--- src/rtl/conv11_input_pp_if.sv ---
// Channel-serial sample input and pixel-parallel output bundle for conv11_input_pp.
// The master drives samples and pops; the slave (the ping-pong buffer) reports readiness and pixels.
interface conv11_input_pp_if #(
  parameter int unsigned DATA_WIDTH = 8,
  parameter int unsigned CH_NUM     = 4,
  parameter int unsigned CW         = (CH_NUM > 1) ? $clog2(CH_NUM) : 1
);
  logic                         input_valid;
  logic [DATA_WIDTH-1:0]        data_in;
  logic                         input_ready;
  logic                         out_valid;
  logic [CH_NUM*DATA_WIDTH-1:0] out_data;
  logic                         inputbuf_read_en;
  logic [CW-1:0]                ch_idx;

  modport master (
    output input_valid, data_in, inputbuf_read_en,
    input  input_ready, out_valid, out_data, ch_idx
  );

  modport slave (
    input  input_valid, data_in, inputbuf_read_en,
    output input_ready, out_valid, out_data, ch_idx
  );
endinterface

--- src/rtl/conv11_input_pp.sv ---
// Two-bank ping-pong pixel assembler: collects CH_NUM channel-serial samples into one
// pixel per bank and presents completed pixels in arrival order.
module conv11_input_pp #(
  parameter int unsigned DATA_WIDTH = 8,
  parameter int unsigned CH_NUM     = 4,
  parameter int unsigned CW         = (CH_NUM > 1) ? $clog2(CH_NUM) : 1
) (
  input  logic                  clk,
  input  logic                  rst,
  input  logic                  clear,
  conv11_input_pp_if.slave      bus
);

  localparam int unsigned PW      = CH_NUM * DATA_WIDTH;
  localparam logic [CW-1:0] LAST_CH = CW'(CH_NUM - 1);

  logic [DATA_WIDTH-1:0] r_bank [2][CH_NUM];
  logic [1:0]            r_full;
  logic                  r_wr_ptr;
  logic                  r_rd_ptr;
  logic [CW-1:0]         r_ch_idx;

  logic                  w_ready;
  logic                  w_accept;
  logic                  w_last;
  logic                  w_pop;
  logic [1:0]            w_full_nxt;
  logic [PW-1:0]         w_out_data;

  assign w_ready  = ~r_full[r_wr_ptr];
  assign w_accept = bus.input_valid & w_ready;
  assign w_last   = (r_ch_idx == LAST_CH);
  assign w_pop    = bus.inputbuf_read_en & r_full[r_rd_ptr];

  // Completion and pop always target different banks, so both can apply together.
  always_comb begin
    w_full_nxt = r_full;
    if (w_pop)
      w_full_nxt[r_rd_ptr] = 1'b0;
    if (w_accept && w_last)
      w_full_nxt[r_wr_ptr] = 1'b1;
  end

  always_comb begin
    w_out_data = '0;
    for (int k = 0; k < int'(CH_NUM); k++)
      w_out_data[k*DATA_WIDTH +: DATA_WIDTH] = r_bank[r_rd_ptr][k];
  end

  always_ff @(posedge clk) begin
    if (rst) begin
      r_full   <= '0;
      r_wr_ptr <= 1'b0;
      r_rd_ptr <= 1'b0;
      r_ch_idx <= '0;
      for (int b = 0; b < 2; b++)
        for (int k = 0; k < int'(CH_NUM); k++)
          r_bank[b][k] <= '0;
    end else if (clear) begin
      r_full   <= '0;
      r_wr_ptr <= 1'b0;
      r_rd_ptr <= 1'b0;
      r_ch_idx <= '0;
    end else begin
      r_full <= w_full_nxt;
      if (w_pop)
        r_rd_ptr <= ~r_rd_ptr;
      if (w_accept) begin
        r_bank[r_wr_ptr][r_ch_idx] <= bus.data_in;
        if (w_last) begin
          r_ch_idx <= '0;
          r_wr_ptr <= ~r_wr_ptr;
        end else begin
          r_ch_idx <= r_ch_idx + CW'(1);
        end
      end
    end
  end

  assign bus.input_ready = w_ready;
  assign bus.out_valid   = r_full[r_rd_ptr];
  assign bus.out_data    = w_out_data;
  assign bus.ch_idx      = r_ch_idx;

endmodule

--- src/flat_wrapper.sv ---
// flat-port wrapper written by rule: the top's interface ports become plain ports
module conv11_input_pp_flat 
#(
  parameter int unsigned DATA_WIDTH = 8,
  parameter int unsigned CH_NUM     = 4,
  parameter int unsigned CW         = (CH_NUM > 1) ? $clog2(CH_NUM) : 1
)
  (clk, rst, clear, bus_input_valid, bus_data_in, bus_inputbuf_read_en, bus_input_ready, bus_out_valid, bus_out_data, bus_ch_idx);
  conv11_input_pp_if #(.DATA_WIDTH(DATA_WIDTH), .CH_NUM(CH_NUM), .CW(CW)) bus_i ();
  input  logic clk;
  input  logic rst;
  input  logic clear;
  input wire logic [$bits(bus_i.input_valid)-1:0] bus_input_valid;
  input wire logic [$bits(bus_i.data_in)-1:0] bus_data_in;
  input wire logic [$bits(bus_i.inputbuf_read_en)-1:0] bus_inputbuf_read_en;
  output wire logic [$bits(bus_i.input_ready)-1:0] bus_input_ready;
  output wire logic [$bits(bus_i.out_valid)-1:0] bus_out_valid;
  output wire logic [$bits(bus_i.out_data)-1:0] bus_out_data;
  output wire logic [$bits(bus_i.ch_idx)-1:0] bus_ch_idx;
  assign bus_i.input_valid = bus_input_valid;
  assign bus_i.data_in = bus_data_in;
  assign bus_i.inputbuf_read_en = bus_inputbuf_read_en;
  assign bus_input_ready = bus_i.input_ready;
  assign bus_out_valid = bus_i.out_valid;
  assign bus_out_data = bus_i.out_data;
  assign bus_ch_idx = bus_i.ch_idx;
  conv11_input_pp #(.DATA_WIDTH(DATA_WIDTH), .CH_NUM(CH_NUM), .CW(CW)) u_core (.clk(clk), .rst(rst), .clear(clear), .bus(bus_i));
endmodule
--- config.mk ---
export PLATFORM = sky130hd
export DESIGN_NAME = conv11_input_pp_flat
export DESIGN_NICKNAME = d
export VERILOG_FILES = /design/src/rtl/conv11_input_pp_if.sv /design/src/rtl/conv11_input_pp.sv /design/src/flat_wrapper.sv
export SDC_FILE = /design/constraint.sdc
export NUM_CORES = 1
export LEC_CHECK = 0
export ABC_AREA = 1
export BUFFER_PORTS_ARGS = -buffer_cell sky130_fd_sc_hd__buf_2
export CAP_MARGIN = 25
export CELL_PAD_IN_SITES_DETAIL_PLACEMENT = 1
export CELL_PAD_IN_SITES_GLOBAL_PLACEMENT = 1
export CORE_MARGIN = 1
export CORE_UTILIZATION = 25
export CTS_BUF_LIST = sky130_fd_sc_hd__clkbuf_16
export DETAILED_ROUTE_END_ITERATION = 8
export PLACE_DENSITY = 0.51
export RECOVER_POWER = 50
export SYNTH_ARGS = -nofsm -noshare
export SYNTH_HDL_FRONTEND = slang
export SYNTH_SLANG_ARGS = --single-unit
--- constraint.sdc ---
create_clock -name clk -period 4.95 [get_ports clk]
set_input_delay 0.495 -clock clk [delete_from_list [all_inputs] [get_ports clk]]
set_output_delay 0.495 -clock clk [all_outputs]
set_load 0.03 [all_outputs]
Yosys cells after proc, flatten, opt, wreduce, memory -nomap -nowiden
Memory sizes are Yosys's and may differ from the RTL's. A register that Yosys moved wholly into a read port is not among the register bits.
Index checks and enable logic that the tools add are counted.
- register bits after elaboration: 6
- latch bits: 0
- memories: 1
- input port bits: 13
- memory bits (read-only): 0
- memory bits (writable): 64
- word-level logic and storage cells: 53
- magnitude comparators: 6
- $add $sub $neg: 1
- multiplexer cells: 24
- shift operators: 0
- div/mod/pow operators: 0
- reductions and logical operators: 7
- equality and inequality tests: 1
- multipliers: 0
- bitwise operators: 9
- memories (name ; words ; bits a word ; rd ports ; clocked after Yosys merged registers in ; write ports ; line ; RTL):
    u_core.r_bank ; 2 ; 32 ; 1 ; 1 ; 2 ; conv11_input_pp.sv:17 ; logic [DATA_WIDTH-1:0] r_bank [2][CH_NUM];
- operator list (kind ; number):
    $mux 32 ; 3
    $reduce_or 32->1 ; 1
    $demux 8 s2 ; 1
    $mux 1 ; 14
    $mux 8 ; 1
    $mux 2 ; 3
    $logic_and 1x1->1 ; 4
    $lt 1x2->1 const B ; 2
    $ge 3x3->1 const B ; 1
    $lt 3x1->1 const B ; 1
    $not 1->1 ; 3
    $not 2->3 ; 1
    $add 2x1->2 const B ; 1
    $and 1x1->1 ; 2
    $and 2x2->2 ; 1
    $demux 1 s1 ; 2
    $eq 2x2->1 const B ; 1
    $ge 1x1->1 const B ; 2
    $not 2->2 ; 1
    $or 2x2->2 ; 1
    $reduce_and 2->1 ; 1
    $reduce_or 2->1 ; 1

Logic depth before layout (Yosys ltp)
- depth after elaboration: 10
- gate-level depth with buffers: 11

Worst setup path after synthesis
Ideal clock, no wire load.
- kind: reg-to-reg
- from: register u_core.r_ch_idx[0] (netlist: u_core.bus.ch_idx[0])
- to: memory u_core.r_bank[1][16] in the netlist's numbering (enable)
- slack: 2893 ps
- buffers on the path: 0
- period minus slack after synthesis: 2057 ps
- setup time: 370 ps
- cell stages (with the launch flop): 6
- arrival time: 1686 ps
- cell sequence: dfxtp_1 > inv_1 > ha_1 > o311ai_0 > nand2_1 > nor2_1
- RTL lines (what ; line ; RTL):
    start, declared ; conv11_input_pp.sv:21 ; logic [CW-1:0] r_ch_idx;
    start signal, assigned ; conv11_input_pp.sv:74 ; r_ch_idx <= r_ch_idx + CW'(1);
    end, declared ; conv11_input_pp.sv:17 ;

==> metrics.csv <==
metric,value,unit
grt_max_degree,33,
drt-vias-per-instance,4.05,
synth_top_area_share,62.0,%
synth_commonest_cells,"64 x edfxtp_1, 42 x nor2_1, 32 x mux2_2",
synth.cell_area,3100,um^2
r2r-end,u_core.r_bank[0][3]$_SDFFCE_PN0P_,
synth_edf_count,64,
endpoint,u_core.r_bank[0][3]$_SDFFCE_PN0P_,
ys_ff_latch,71,
crit_path_end_kind,flop,
clk_pin_slew,60,ps
max-cap-violations,1,
syn_avg_cell_area,13.0,um^2
die_x,113,um
cp.arrival,3220,ps
core_area,12100,um^2
cts_setup_buffers,0,
hold_buffers,0,
overflow,0,
path_class,flop to flop,
cts_tree,yes,
cts_resized,0,
async_flop_share,0,%
clockBufferDepth,2,
cp_data_required_time,4940,ps
finalPower,1.48,mW
tightest_slew,1780,ps
synthCells,239,
power_per_cell_area,392,nW/um^2
synth_ff_type,edfxtp_1,
synth_cell_types,26,
wire_per_inst,14.7,um
drtIter0Drc,32,
p_leak,1.51,nW
track_usage,11.4,%
vias,1881,
violations,"capacitance limit, slew limit",
yosysWarnings,0,
cts_root_buffer,clkbuf_16,
area_growth,21.8,%
nets,309,
r2r_cells,8,
routed_wl,6.82,mm
worstHoldPathType,primary input to flop,
row_count,40,
diodes,0,
drc,0,
post-route-period-util,65.3,%
hold_violations,0,
cts.sinks,71,
seq_area_frac_synth,66.6,%
synth.most_common_cell,edfxtp_1,
startpoint,u_core.r_wr_ptr$_SDFFE_PP0P_,
drive_gt1_share,30.3,%
rsz0062_at_grt,no,
vdd_drop_max,0.160,mV
synth.largest_area_cell,edfxtp_1,
max_freq,309,MHz
setup_viol,0,
ios,49,
portBuffers,48,
cts_buffers,9,
dp_hpwl,5.22,mm
pre_cts_ws,2350,ps
initial_core_util,25.7,%
ant_nets,0,
fp.dieH,113,um
synth_area_leaders,"edfxtp_1 62%, mux2_2 12%, nor2_1 5.1%",
slew_headroom,-18.6,%
crit_path_start_kind,flop,
totalNegativeSetupSlack,0,ps
crit_fanout,12,
finalMaxSlewViolations,33,
h-tree-depth,3,
gp_congestion,0.723,
fin_skew,4.40,ps
period_minus_slack,3230,ps
dr.pass1.iters,4,
setup_ws,1720,ps
grt_pass1_vias,2032,
antenna_found_initial,0,
clk_latency,320,ps
r2r_start,u_core.r_wr_ptr$_SDFFE_PP0P_,
grt_pass1_wl,10.8,mm
status,finished with violations,
r2r_slack,1720,ps
num-fill-cells,1355,
synth_nets,256,
dieArea,12800,um^2
==> kinds of logic after synthesis <==
kind of cell / synth area share [%]
simple gates: 12.3
mux: 11.6
flops: 66.6
fa+ha+maj: 1.62
compound gates: 2.87
buf+inv: 5.05
==> layer usage <==
layer	vias to the layer above	GRT usage [%]	share of wire, %
li1	930	-	-
met2	40	19.6	49
met3	6	3.70	5.0
met5	-	0	0
met1	905	13.7	45
met4	0	3.16	1.1
==> sequential cells by signal (all words and copies together) (netlist names), named ones only <==
name / cells
u_core.r_rd_ptr: 1
u_core.r_wr_ptr: 1
u_core.bus.ch_idx: 2
u_core.r_full: 2
u_core.r_bank: 64
==> metrics by stage <==
step | util, % | hold slack [ps] | instance area, um^2 | std cells
3_3_place_gp | 29.1 | 506 | 3510 | 449
5_1_grt | 31.3 | 509 | 3770 | 465
6_report | 31.3 | 496 | 3770 | 465
2_1_floorplan | - | 463 | 3100 | 239
4_1_cts | 31.7 | 509 | 3830 | 465
3_5_place_dp | 29.1 | 507 | 3510 | 449
==> cell usage in the layout, fill, tap and decap left out <==
cell         n
nand3_2      2
inv_1       27
nor2_1      43
o21ai_0      6
nand2_2      6
clkinv_4     2
nand4_1      1
o21ai_1      1
a211oi_1     2
bufinv_16    2
nand2_1     20
and2_0       1
edfxtp_1    64
buf_2       33
mux2_2      32
inv_6        1
clkbuf_16    9
dfxtp_1      7
a21oi_1      6
nand3_1      6
clkinv_2     2
clkbuf_1    16
or2_1        1
o311ai_0     1
ha_1         4
clkinvlp_2   1
nor3b_1      1
==> report_power, final <==
| part | internal (mW) | total [mW] | switching [mW] | leakage (nW) |
|---|---|---|---|---|
| clock network | 0.442 | 0.687 | 0.244 | 0.160 |
| logic | 0.0255 | 0.0995 | 0.0740 | 0.639 |
| registers | 0.687 | 0.695 | 0.00828 | 0.715 |
==> cell type report <==
cell class | count | area (um^2) | share of cell area (%)
timing repair buffer | 49 | 225 | 5.97
clock inverter | 7 | 96.3 | 2.55
multi-input combinational | 133 | 850 | 22.5
clock buffer | 9 | 225 | 5.97
tap | 168 | 210 | 5.57
inverter | 28 | 106 | 2.82
sequential | 71 | 2060 | 54.6
==> critical path, cell delays in order (launching register included) <==
cell,delay (ps)
dfxtp_1,460
clkinvlp_2,350
nand2_2,140
nand3_1,220
nor2_1,370
o21ai_0,230
nand2_1,460
nand3_2,290
nand2_1,360
==> worst min-delay path by stage <==
| stage | from | endpoint | slack [ps] | depth (start not counted) |
|---|---|---|---|---|
| after floorplan | u_core.r_full[1]$_SDFF_PP0_ | u_core.r_full[1]$_SDFF_PP0_ | 460 | 2 |
| after global placement | u_core.r_full[1]$_SDFF_PP0_ | u_core.r_full[1]$_SDFF_PP0_ | 510 | 2 |
| after detailed placement | u_core.r_full[0]$_SDFF_PP0_ | u_core.r_full[0]$_SDFF_PP0_ | 510 | 2 |
| after CTS | bus_input_valid | u_core.r_wr_ptr$_SDFFE_PP0P_ | 510 | 3 |
| after global routing | bus_input_valid | u_core.r_full[0]$_SDFF_PP0_ | 510 | 3 |
| final | bus_input_valid | u_core.r_wr_ptr$_SDFFE_PP0P_ | 500 | 3 |
Note: power is estimated with default switching activity, not from simulation.
